===== config.mk =====
export PLATFORM = sky130hd
export DESIGN_NAME = dpram64_arb_flat
export DESIGN_NICKNAME = d
export VERILOG_FILES = /design/src/rtl/dpram64_arb_pkg.sv /design/src/rtl/dpram64_arb_if.sv /design/src/rtl/dpram64_arb_rr_arb2.sv /design/src/rtl/dpram64_arb.sv /design/src/flat_wrapper.sv
export SDC_FILE = /design/constraint.sdc
export NUM_CORES = 1
export LEC_CHECK = 0
export ABC_AREA = 1
export CORE_AREA = 8 8 182 184
export CTS_BUF_LIST = sky130_fd_sc_hd__clkbuf_8 sky130_fd_sc_hd__clkbuf_16
export DETAILED_ROUTE_END_ITERATION = 10
export DIE_AREA = 0 0 190 192
export SETUP_SLACK_MARGIN = 0.3
export SLEW_MARGIN = 20
export SYNTH_ARGS = -nofsm -noshare
export SYNTH_HDL_FRONTEND = slang
export SYNTH_SLANG_ARGS = --single-unit

===== constraint.sdc =====
create_clock -name clk -period 4.16 [get_ports clk]
set_clock_uncertainty 0.1 [all_clocks]
set_input_delay 0.832 -clock clk [delete_from_list [all_inputs] [get_ports clk]]
set_output_delay 0.832 -clock clk [all_outputs]
set_load 0.005 [all_outputs]

===== src/rtl/dpram64_arb_pkg.sv =====
// Shared constants and request record for the dual-requester dpram64 arbiter.
package dpram64_arb_pkg;
  localparam int NREQ       = 2;
  localparam int WORD_BYTES = 8;
  localparam int WORD_SHIFT = 3;
  localparam int MAX_AW     = 32;

  localparam logic RD = 1'b0;
  localparam logic WR = 1'b1;

  // Address is carried at full width; the top zero-extends its AW-bit address into it.
  typedef struct packed {
    logic [WORD_BYTES-1:0]   we;
    logic [MAX_AW-1:0]       addr;
    logic [8*WORD_BYTES-1:0] wdata;
  } req_t;
endpackage


===== src/rtl/dpram64_arb_if.sv =====
// Requester-side request/response bus of dpram64_arb, one lane per requester.
// Handshake: a request transfers in a cycle where req_valid[r] & req_ready[r]; while
// req_valid[r] & !req_ready[r] the requester holds all req_* stable; rsp_valid[r] pulses
// exactly one cycle after the transfer and cannot be back-pressured.
interface dpram64_arb_if #(parameter int AW = 16);
  logic [1:0]         req_valid;
  logic [1:0]         req_ready;
  logic [1:0][7:0]    req_we;
  logic [1:0][AW-1:0] req_addr;
  logic [1:0][63:0]   req_wdata;
  logic [1:0]         rsp_valid;
  logic [1:0][63:0]   rsp_rdata;

  modport master (
    output req_valid, req_we, req_addr, req_wdata,
    input  req_ready, rsp_valid, rsp_rdata
  );

  modport slave (
    input  req_valid, req_we, req_addr, req_wdata,
    output req_ready, rsp_valid, rsp_rdata
  );
endinterface


===== src/rtl/dpram64_arb_rr_arb2.sv =====
// Two-way round-robin arbiter; the pointer flips only when both request and ce is high.
module rr_arb2 (
  input  logic       clk,
  input  logic       rst,
  input  logic [1:0] req,
  input  logic       ce,
  output logic [1:0] gnt
);
  logic prio;

  always_comb begin
    gnt = req;
    if (req == 2'b11) gnt = prio ? 2'b10 : 2'b01;
  end

  always_ff @(posedge clk) begin
    if (rst) prio <= 1'b0;
    else if (ce && (req == 2'b11)) prio <= ~prio;
  end
endmodule


===== src/rtl/dpram64_arb.sv =====
// Grants at most one read and one write per cycle to a shared dpram64, with per-port
// round-robin and a same-word read deferral so the read observes the fresh write.
module dpram64_arb
  import dpram64_arb_pkg::*;
#(
  parameter int SIZE = 65536,
  localparam int AW  = $clog2(SIZE)
) (
  input  logic                clk,
  input  logic                rst,
  dpram64_arb_if.slave        bus,
  output logic [7:0]          ram_we,
  output logic [63:0]         ram_din,
  output logic [AW-1:0]       ram_waddr,
  output logic [AW-1:0]       ram_raddr,
  input  logic [63:0]         ram_dout
);
  req_t       reqs [NREQ];
  logic [1:0] rd_req, wr_req, rd_gnt_raw, rd_gnt, wr_gnt;
  logic       rd_idx, wr_idx, collision;
  logic [1:0] rsp_pend, rsp_isrd;
  logic [AW-1:0] waddr_q, raddr_q;
  logic [63:0]   din_q;

  always_comb begin
    for (int r = 0; r < NREQ; r++) begin
      reqs[r]       = '0;
      reqs[r].we    = bus.req_we[r];
      reqs[r].addr  = MAX_AW'(bus.req_addr[r]);
      reqs[r].wdata = bus.req_wdata[r];
      rd_req[r] = bus.req_valid[r] & ~rst & ((bus.req_we[r] == 8'h00) ? ~RD : RD);
      wr_req[r] = bus.req_valid[r] & ~rst & ((bus.req_we[r] != 8'h00) ? WR : ~WR);
    end
  end

  rr_arb2 u_wr_arb (.clk(clk), .rst(rst), .req(wr_req), .ce(1'b1),       .gnt(wr_gnt));
  rr_arb2 u_rd_arb (.clk(clk), .rst(rst), .req(rd_req), .ce(~collision), .gnt(rd_gnt_raw));

  // The read and write winners are always different requesters, so compare their word addresses.
  assign rd_idx    = rd_gnt_raw[1];
  assign wr_idx    = wr_gnt[1];
  assign collision = (|rd_gnt_raw) && (|wr_gnt) &&
                     (reqs[rd_idx].addr[AW-1:WORD_SHIFT] == reqs[wr_idx].addr[AW-1:WORD_SHIFT]);
  assign rd_gnt    = collision ? 2'b00 : rd_gnt_raw;

  assign bus.req_ready = rd_gnt | wr_gnt;

  assign ram_we    = (|wr_gnt) ? reqs[wr_idx].we              : 8'h00;
  assign ram_din   = (|wr_gnt) ? reqs[wr_idx].wdata           : din_q;
  assign ram_waddr = (|wr_gnt) ? reqs[wr_idx].addr[AW-1:0]    : waddr_q;
  assign ram_raddr = (|rd_gnt) ? reqs[rd_idx].addr[AW-1:0]    : raddr_q;

  always_ff @(posedge clk) begin
    if (rst) begin
      rsp_pend <= 2'b00;
      rsp_isrd <= 2'b00;
      waddr_q  <= '0;
      raddr_q  <= '0;
      din_q    <= '0;
    end else begin
      rsp_pend <= bus.req_ready;
      rsp_isrd <= rd_gnt;
      waddr_q  <= ram_waddr;
      raddr_q  <= ram_raddr;
      din_q    <= ram_din;
    end
  end

  // Masking with rst drops a response that was pending when reset arrived.
  always_comb begin
    for (int r = 0; r < NREQ; r++) begin
      bus.rsp_valid[r] = rsp_pend[r] & ~rst;
      bus.rsp_rdata[r] = (bus.rsp_valid[r] & rsp_isrd[r]) ? ram_dout : 64'h0;
    end
  end
endmodule


===== src/flat_wrapper.sv =====
// flat-port wrapper written by rule: the top's interface ports become plain ports
module dpram64_arb_flat import dpram64_arb_pkg::*;
#(
  parameter int SIZE = 65536,
  localparam int AW  = $clog2(SIZE)
)
  (clk, rst, ram_we, ram_din, ram_waddr, ram_raddr, ram_dout, bus_req_valid, bus_req_we, bus_req_addr, bus_req_wdata, bus_req_ready, bus_rsp_valid, bus_rsp_rdata);
  dpram64_arb_if #(.AW(($clog2(SIZE)))) bus_i ();
  input  logic clk;
  input  logic rst;
  output logic [7:0] ram_we;
  output logic [63:0] ram_din;
  output logic [AW-1:0] ram_waddr;
  output logic [AW-1:0] ram_raddr;
  input  logic [63:0] ram_dout;
  input wire logic [$bits(bus_i.req_valid)-1:0] bus_req_valid;
  input wire logic [$bits(bus_i.req_we)-1:0] bus_req_we;
  input wire logic [$bits(bus_i.req_addr)-1:0] bus_req_addr;
  input wire logic [$bits(bus_i.req_wdata)-1:0] bus_req_wdata;
  output wire logic [$bits(bus_i.req_ready)-1:0] bus_req_ready;
  output wire logic [$bits(bus_i.rsp_valid)-1:0] bus_rsp_valid;
  output wire logic [$bits(bus_i.rsp_rdata)-1:0] bus_rsp_rdata;
  assign bus_i.req_valid = bus_req_valid;
  assign bus_i.req_we = bus_req_we;
  assign bus_i.req_addr = bus_req_addr;
  assign bus_i.req_wdata = bus_req_wdata;
  assign bus_req_ready = bus_i.req_ready;
  assign bus_rsp_valid = bus_i.rsp_valid;
  assign bus_rsp_rdata = bus_i.rsp_rdata;
  dpram64_arb #(.SIZE(SIZE)) u_core (.clk(clk), .rst(rst), .bus(bus_i), .ram_we(ram_we), .ram_din(ram_din), .ram_waddr(ram_waddr), .ram_raddr(ram_raddr), .ram_dout(ram_dout));
endmodule

Yosys cells after proc, flatten, opt, wreduce, memory -nomap -nowiden
Index checks and enable logic that the tools add are counted.
{"block": "classes", "magnitude_cmp": 2, "eq_ne": 3, "n_mux": 21, "bitwise_logic": 17, "reduce_logical": 10}
{"cell": "two-way mux 104 bit", "count": 3}
{"cell": "two-way mux 80 bit", "count": 3}
{"cell": "two-way mux 64 bit", "count": 3}
{"cell": "two-way mux 16 bit", "count": 2}
{"cell": "logical NOT 8 bit", "count": 2}
{"cell": "nonzero test 8 bit", "count": 2}
{"cell": "equality test 13 bit", "count": 1}
{"cell": "bitwise AND 1 bit", "count": 10}
{"cell": "two-way mux 2 bit", "count": 5}
{"cell": "two-way mux 8 bit", "count": 1}
{"cell": "OR reduction 2 bit", "count": 3}
{"cell": "equality test 2 bit (second input constant)", "count": 2}
{"cell": ">= comparator 2 bit (second input constant)", "count": 2}
{"cell": "two-way mux 1 bit", "count": 4}
{"cell": "NOT 1 bit", "count": 4}
{"cell": "NOT 1 -> 2 bit", "count": 2}
{"cell": "logical AND 1 bit", "count": 3}
{"cell": "bitwise OR 2 bit", "count": 1}
{"block": "totals", "register_bits": 102, "inputBits": 244, "output_inout_bits": 236, "elab_cells": 60}

Depth between registers and ports, before layout
{"block": "logic_depth", "ltp_word": 14, "ltp_mapped": 20}

Cells and area by module
A second synthesis with hierarchy kept.
{"block": "unflattened", "hier_cells": 1220, "hier_area_um2": 6707.7}
{"module": "dpram64_arb", "instances": 1, "cells_per_inst": 1196, "area_per_inst_um2": 6565.0, "seq_area_each_um2": 2001.9}
{"module": "rr_arb2", "instances": 2, "cells_per_inst": 12, "area_per_inst_um2": 71.3, "seq_area_each_um2": 20.0}

Least setup slack after synthesis
Ideal clock, no wire load.
{"block": "synth_timing", "kind": "in2out", "start": "input port bus_req_we[15]", "end": "output port ram_raddr[10]", "t_arrival_ps": 2608, "required_ps": 3228, "setup_slack_ps": 620, "stages": 18, "cell_sequence": "nor2_1 > nand2_1 > nor3_4 > nand2_4 > buf_6 > nand2_1 > nand2_1 > nand3_1 > nand2_1 > nor2_1 > nand2_1 > nor2_1 > nand2_4 > nand2_4 > buf_6 > nand2_1 > nand2_1 > inv_1"}
{"block": "synth_via", "elab_chain_cells": 14}
{"item": "start, declared", "line": "flat_wrapper.sv:17", "rtl": "input wire logic [$bits(bus_i.req_we)-1:0] bus_req_we;"}
{"item": "logical NOT 8 bit or nonzero test 8 bit (tied branches)", "line": "dpram64_arb.sv:31, dpram64_arb.sv:32"}
{"item": "two-way mux 1 bit (on tied branches)", "line": "dpram64_arb.sv:31, dpram64_arb.sv:32"}
{"item": "bitwise AND 1 bit (on tied branches)", "line": "dpram64_arb.sv:31, dpram64_arb.sv:32"}
{"item": "equality test 2 bit", "line": "dpram64_arb_rr_arb2.sv:13", "rtl": "if (req == 2'b11) gnt = prio ? 2'b10 : 2'b01;"}
{"item": "two-way mux 2 bit", "line": "dpram64_arb_rr_arb2.sv:13"}
{"item": "NOT 1 -> 2 bit (on tied branches)", "line": "dpram64_arb.sv:43, dpram64_arb.sv:51"}
{"item": "two-way mux 80 bit (implied by the code) or two-way mux 104 bit (tied branches) (3 in a row)", "line": "dpram64_arb.sv:43, dpram64_arb.sv:51"}
{"item": "equality test 13 bit", "line": "dpram64_arb.sv:43", "rtl": "(reqs[rd_idx].addr[AW-1:WORD_SHIFT] == reqs[wr_idx].addr[AW-1:WORD_SHIFT]);"}
{"item": "logical AND 1 bit", "line": "dpram64_arb.sv:42", "rtl": "assign collision = (|rd_gnt_raw) && (|wr_gnt) &&"}
{"item": "two-way mux 2 bit", "line": "dpram64_arb.sv:44", "rtl": "assign rd_gnt = collision ? 2'b00 : rd_gnt_raw;"}
{"item": "OR reduction 2 bit", "line": "dpram64_arb.sv:51", "rtl": "assign ram_raddr = (|rd_gnt) ? reqs[rd_idx].addr[AW-1:0] : raddr_q;"}
{"item": "two-way mux 16 bit *", "line": "dpram64_arb.sv:51"}
{"item": "end, declared", "line": "flat_wrapper.sv:14", "rtl": "output logic [AW-1:0] ram_raddr;"}
Every way passes the cells marked *; elsewhere a longest branch is shown, timed or not. The select of a mux whose other input is x is not followed.

Worst setup path after layout
{"block": "layout_timing", "start": "input port bus_req_we[2]", "end": "output port ram_raddr[1]"}
Same word-level chain as after synthesis.

==> summary.md <==
| Metric | Value |
|---|---|
| Synthesis-to-layout area growth | 122% |
| Design Area, Final | 14900 µm² |
| Core ar. | 30200 µm² |
| Via count | 9771 |
| Reg2reg path depth | 20 |
| WL/cell | 17.5 µm |
| Hold path endpoint | u_core.u_rd_arb.prio |
| Fin crit share | 1.02 |
| Period minus WS final | 4.25 ns |
| Worst slew pin tran | 1.04 ns |
| Hold WC Path Type | reg2reg |
| Port buffer count | 479 |
| Post-synth EDFFs | 0 |
| Clock network power share | 0.296 |
| Critical path's largest stage delay | 0.16 ns |
| # rows | between 60 and 70 |
| Worst R2R End | u_core.raddr_q[15] |
| Vias per cell | 4.44 |
| Maximum clock insertion buffer count | 2 |
| Failing checks | setup timing |
| DR iter-0 viols | 455 |
| Crit path DAT | about 3.3 ns |
| Sequential cell area fraction in the yosys report | 0.305 |
| Routed Antenna Nets | 0 |
| Area post-placement | 13100 µm² |
| Post-synth ARST share | 0 |
| Post-Synthesis Cell Area | 6690 µm² |
| Initial antenna violation count | 1 |
| GP Congestion | 0.871 |
| Hold_buf cts | 0 |
| Reg2reg setup slack | between 1.5 and 2 ns |
| Synth warn | 0 |
| Max Slew Vio Count | 0 |
| Overflow after GRT | 0 |
| Max Cap Viol | 0 |
| Pin count of the biggest net entering global routing | 85 |
| TritonCTS clock tree | yes |
| NetSw | between 0.9 and 1 mW |
| Unrepaired setup endpoints after global routing | true |
| CP Class | in2out |
| Share of layout cells above drive strength 1 | 0.236 |
| Worst vdd ir | 148 µV |
| Top FF cell, synth | dfxtp_1 |
| Mapped Cells | 1133 |
| Sequential share of power | 0.350 |
| Clk sinks | slightly above 100 |
| Leak pwr | 7.59 nW |
| Status | finished, violations left |
| Commonest non-fill, non-tap cells in the layout | 393 x clkdlybuf4s50_1, 246 x nand2_1, 208 x inv_1 |
| Ports | between 400 and 500 |
| Power Density | 200 nW/µm² |
| First-pass iteration count of the detailed router | 5 |
| Switching share of power | 0.305 |
| CP Capture Type | output pin |
| CTS Buf Count | 9 |
| Synth unique cells | 30 |
| Final Hold Fails | 0 |
| Final setup viols | 15 |
| Net Count, Synth | 1377 |
| Die ar. | 36500 µm² |
| Rel. slew slack | 0.305 |
| Hold Slack | between 0.3 and 0.4 ns |
| Yosys reg bits | 102 |
| Die height | 192 µm |
| Startpoint Class | input port |
| First-pass GRT wire length | 54300 µm |
| Internal | 2.07 mW |
| Vias in the first global route | 9609 |
| Final Util | 0.493 |
| Slowest-stage cell, CP | nand2_8 |
| Root buffer cell | clkbuf_16 |
| Min-Delay Path Depth | 2 |
| Placed Cells | 2103 |
| # H-tree levels | 3 |
| Setup ws final | -0.0917 ns |
| Crit path top cell by count | buf_6 |
| HP Start | u_core.u_rd_arb.prio |
| Initial Util | 0.222 |
| Comb pwr share | 0.354 |
| DRC viols | 0 |
| Die W | about 190 µm |
| Setup_tns | -0.604 ns |
| Clock latency on the worst-skew pair | 0.35 ns |
| Worst endpoint required time | 3.23 ns |
| Syn_area_per_cell | between 5 and 6 µm² |
| Most common cell after layout, fill and taps aside | clkdlybuf4s50_1 |
| GRT Util Overall | 0.189 |
| Non-filler cells, final | 2199 |
| Nets@finish | 2041 |
| Max Fclk | 235 MHz |
| Clock edge transition at the registers on the reported setup and hold paths | about 0.08 ns |
| DRT Wirelength | 38400 µm |
| RR Startpoint | u_core.u_wr_arb.prio |
| DPL Wire Length | 28200 µm |
| Fillers | between 2000 and 3000 |
| Critical-path maximum fanout | 7 |
-- power groups by stage --
stage               registers, mW  clock network (mW)  logic (mW)
detailed placement           1.07                   0       0.947
finish                       1.04               0.881        1.05
CTS                          1.04               0.916        1.02
global placement             1.07                   0       0.943
floorplan                    1.06                   0       0.325
global route                 1.05               0.948        1.14
-- worst max-delay path, delay by kind of cell --
family                 cells  cell delay, ns
AOI/OAI and AO/OA          1            0.07
and+or+nand+nor           15            1.45
buffers and inverters     10            0.95
-- cell type report --
class                   instances  area, µm²  share of cell area
multi-input cells             746       4010               0.270
clock inverters                 7       66.3             0.00446
repair buffers                718       7190               0.484
flip-flops and latches        102       2040               0.137
inverters                     220        836              0.0562
well taps                     396        495              0.0333
clock buffers                   9        225              0.0151
diodes                          1       2.50            0.000168
-- per-stage QoR --
step,total power [mW],setup slack [ns]
after floorplan,1.39,0.620
after global placement,2.01,-0.509
after detailed placement,2.01,-0.588
after CTS,2.98,0.0176
after global routing,3.14,-0.215
final,2.98,-0.0917
-- logic make-up (layout without fill, tap and decap cells) --
logic type	after synthesis	after routing	share of synthesized area
AND/OR/NAND/NOR	572	574	0.346
buffers and inverters	287	954	0.167
AO/OA/AOI/OAI	172	172	0.181
flip-flops	102	102	0.305
other	0	1	0
-- how the worst max path moves through the flow --
stage                    from             to  slack [ns]  cells after the start
3_5_place_dp    bus_req_we[7]   ram_raddr[7]       -0.59                     18
4_1_cts         bus_req_we[6]   ram_raddr[7]        0.02                     25
5_1_grt         bus_req_we[2]   ram_raddr[1]       -0.21                     21
3_3_place_gp    bus_req_we[1]  ram_raddr[13]       -0.51                     21
2_1_floorplan  bus_req_we[15]  ram_raddr[10]        0.62                     18
6_report        bus_req_we[2]   ram_raddr[1]       -0.09                     26
-- synth_stat cells, types with 2 or more instances --
cell type | n | area, µm²
nand2_2 | 2 | 12.5
nand2_1 | 303 | 1140
buf_6 | 4 | 45.0
a21oi_1 | 70 | 350
nor2_1 | 192 | 721
nor2_2 | 2 | 12.5
buf_2 | 3 | 15.0
inv_1 | 219 | 822
buf_1 | 4 | 15.0
a32o_1 | 67 | 671
o21ai_1 | 4 | 20.0
or2_2 | 12 | 75.1
nand4_1 | 5 | 31.3
o21ai_0 | 27 | 135
nand2_4 | 3 | 33.8
nand3_1 | 46 | 230
nor3_1 | 2 | 10.0
clkbuf_1 | 54 | 203
dfxtp_1 | 102 | 2040
buf_4 | 2 | 15.0
-- state kept, by name, indices dropped and copies added (netlist names) --
| register | count |
|---|---|
| u_core.rsp_isrd | 2 |
| u_core.u_wr_arb.prio | 1 |
| u_core.u_rd_arb.prio | 1 |
| u_core.waddr_q | 16 |
| u_core.raddr_q | 16 |
| u_core.din_q | 64 |
| u_core.rsp_pend | 2 |
-- routing by layer --
layer	vias up	global-route usage	share of wire
met5	-	0	0
met4	0	0.0508	0.026
met3	54	0.0668	0.089
met2	398	0.355	0.52
met1	4465	0.195	0.37
li1	4854	-	-
-- timing repair --
item                                    in CTS  in global routing
hold endpoints to repair                     0                  0
pin swaps                                   26                 37
cloned                                       7                  6
resized for setup                          261                141
setup buffers                               49                 17
endpoints found under the setup margin     105                 94
Power figures use the tool's default switching activity.
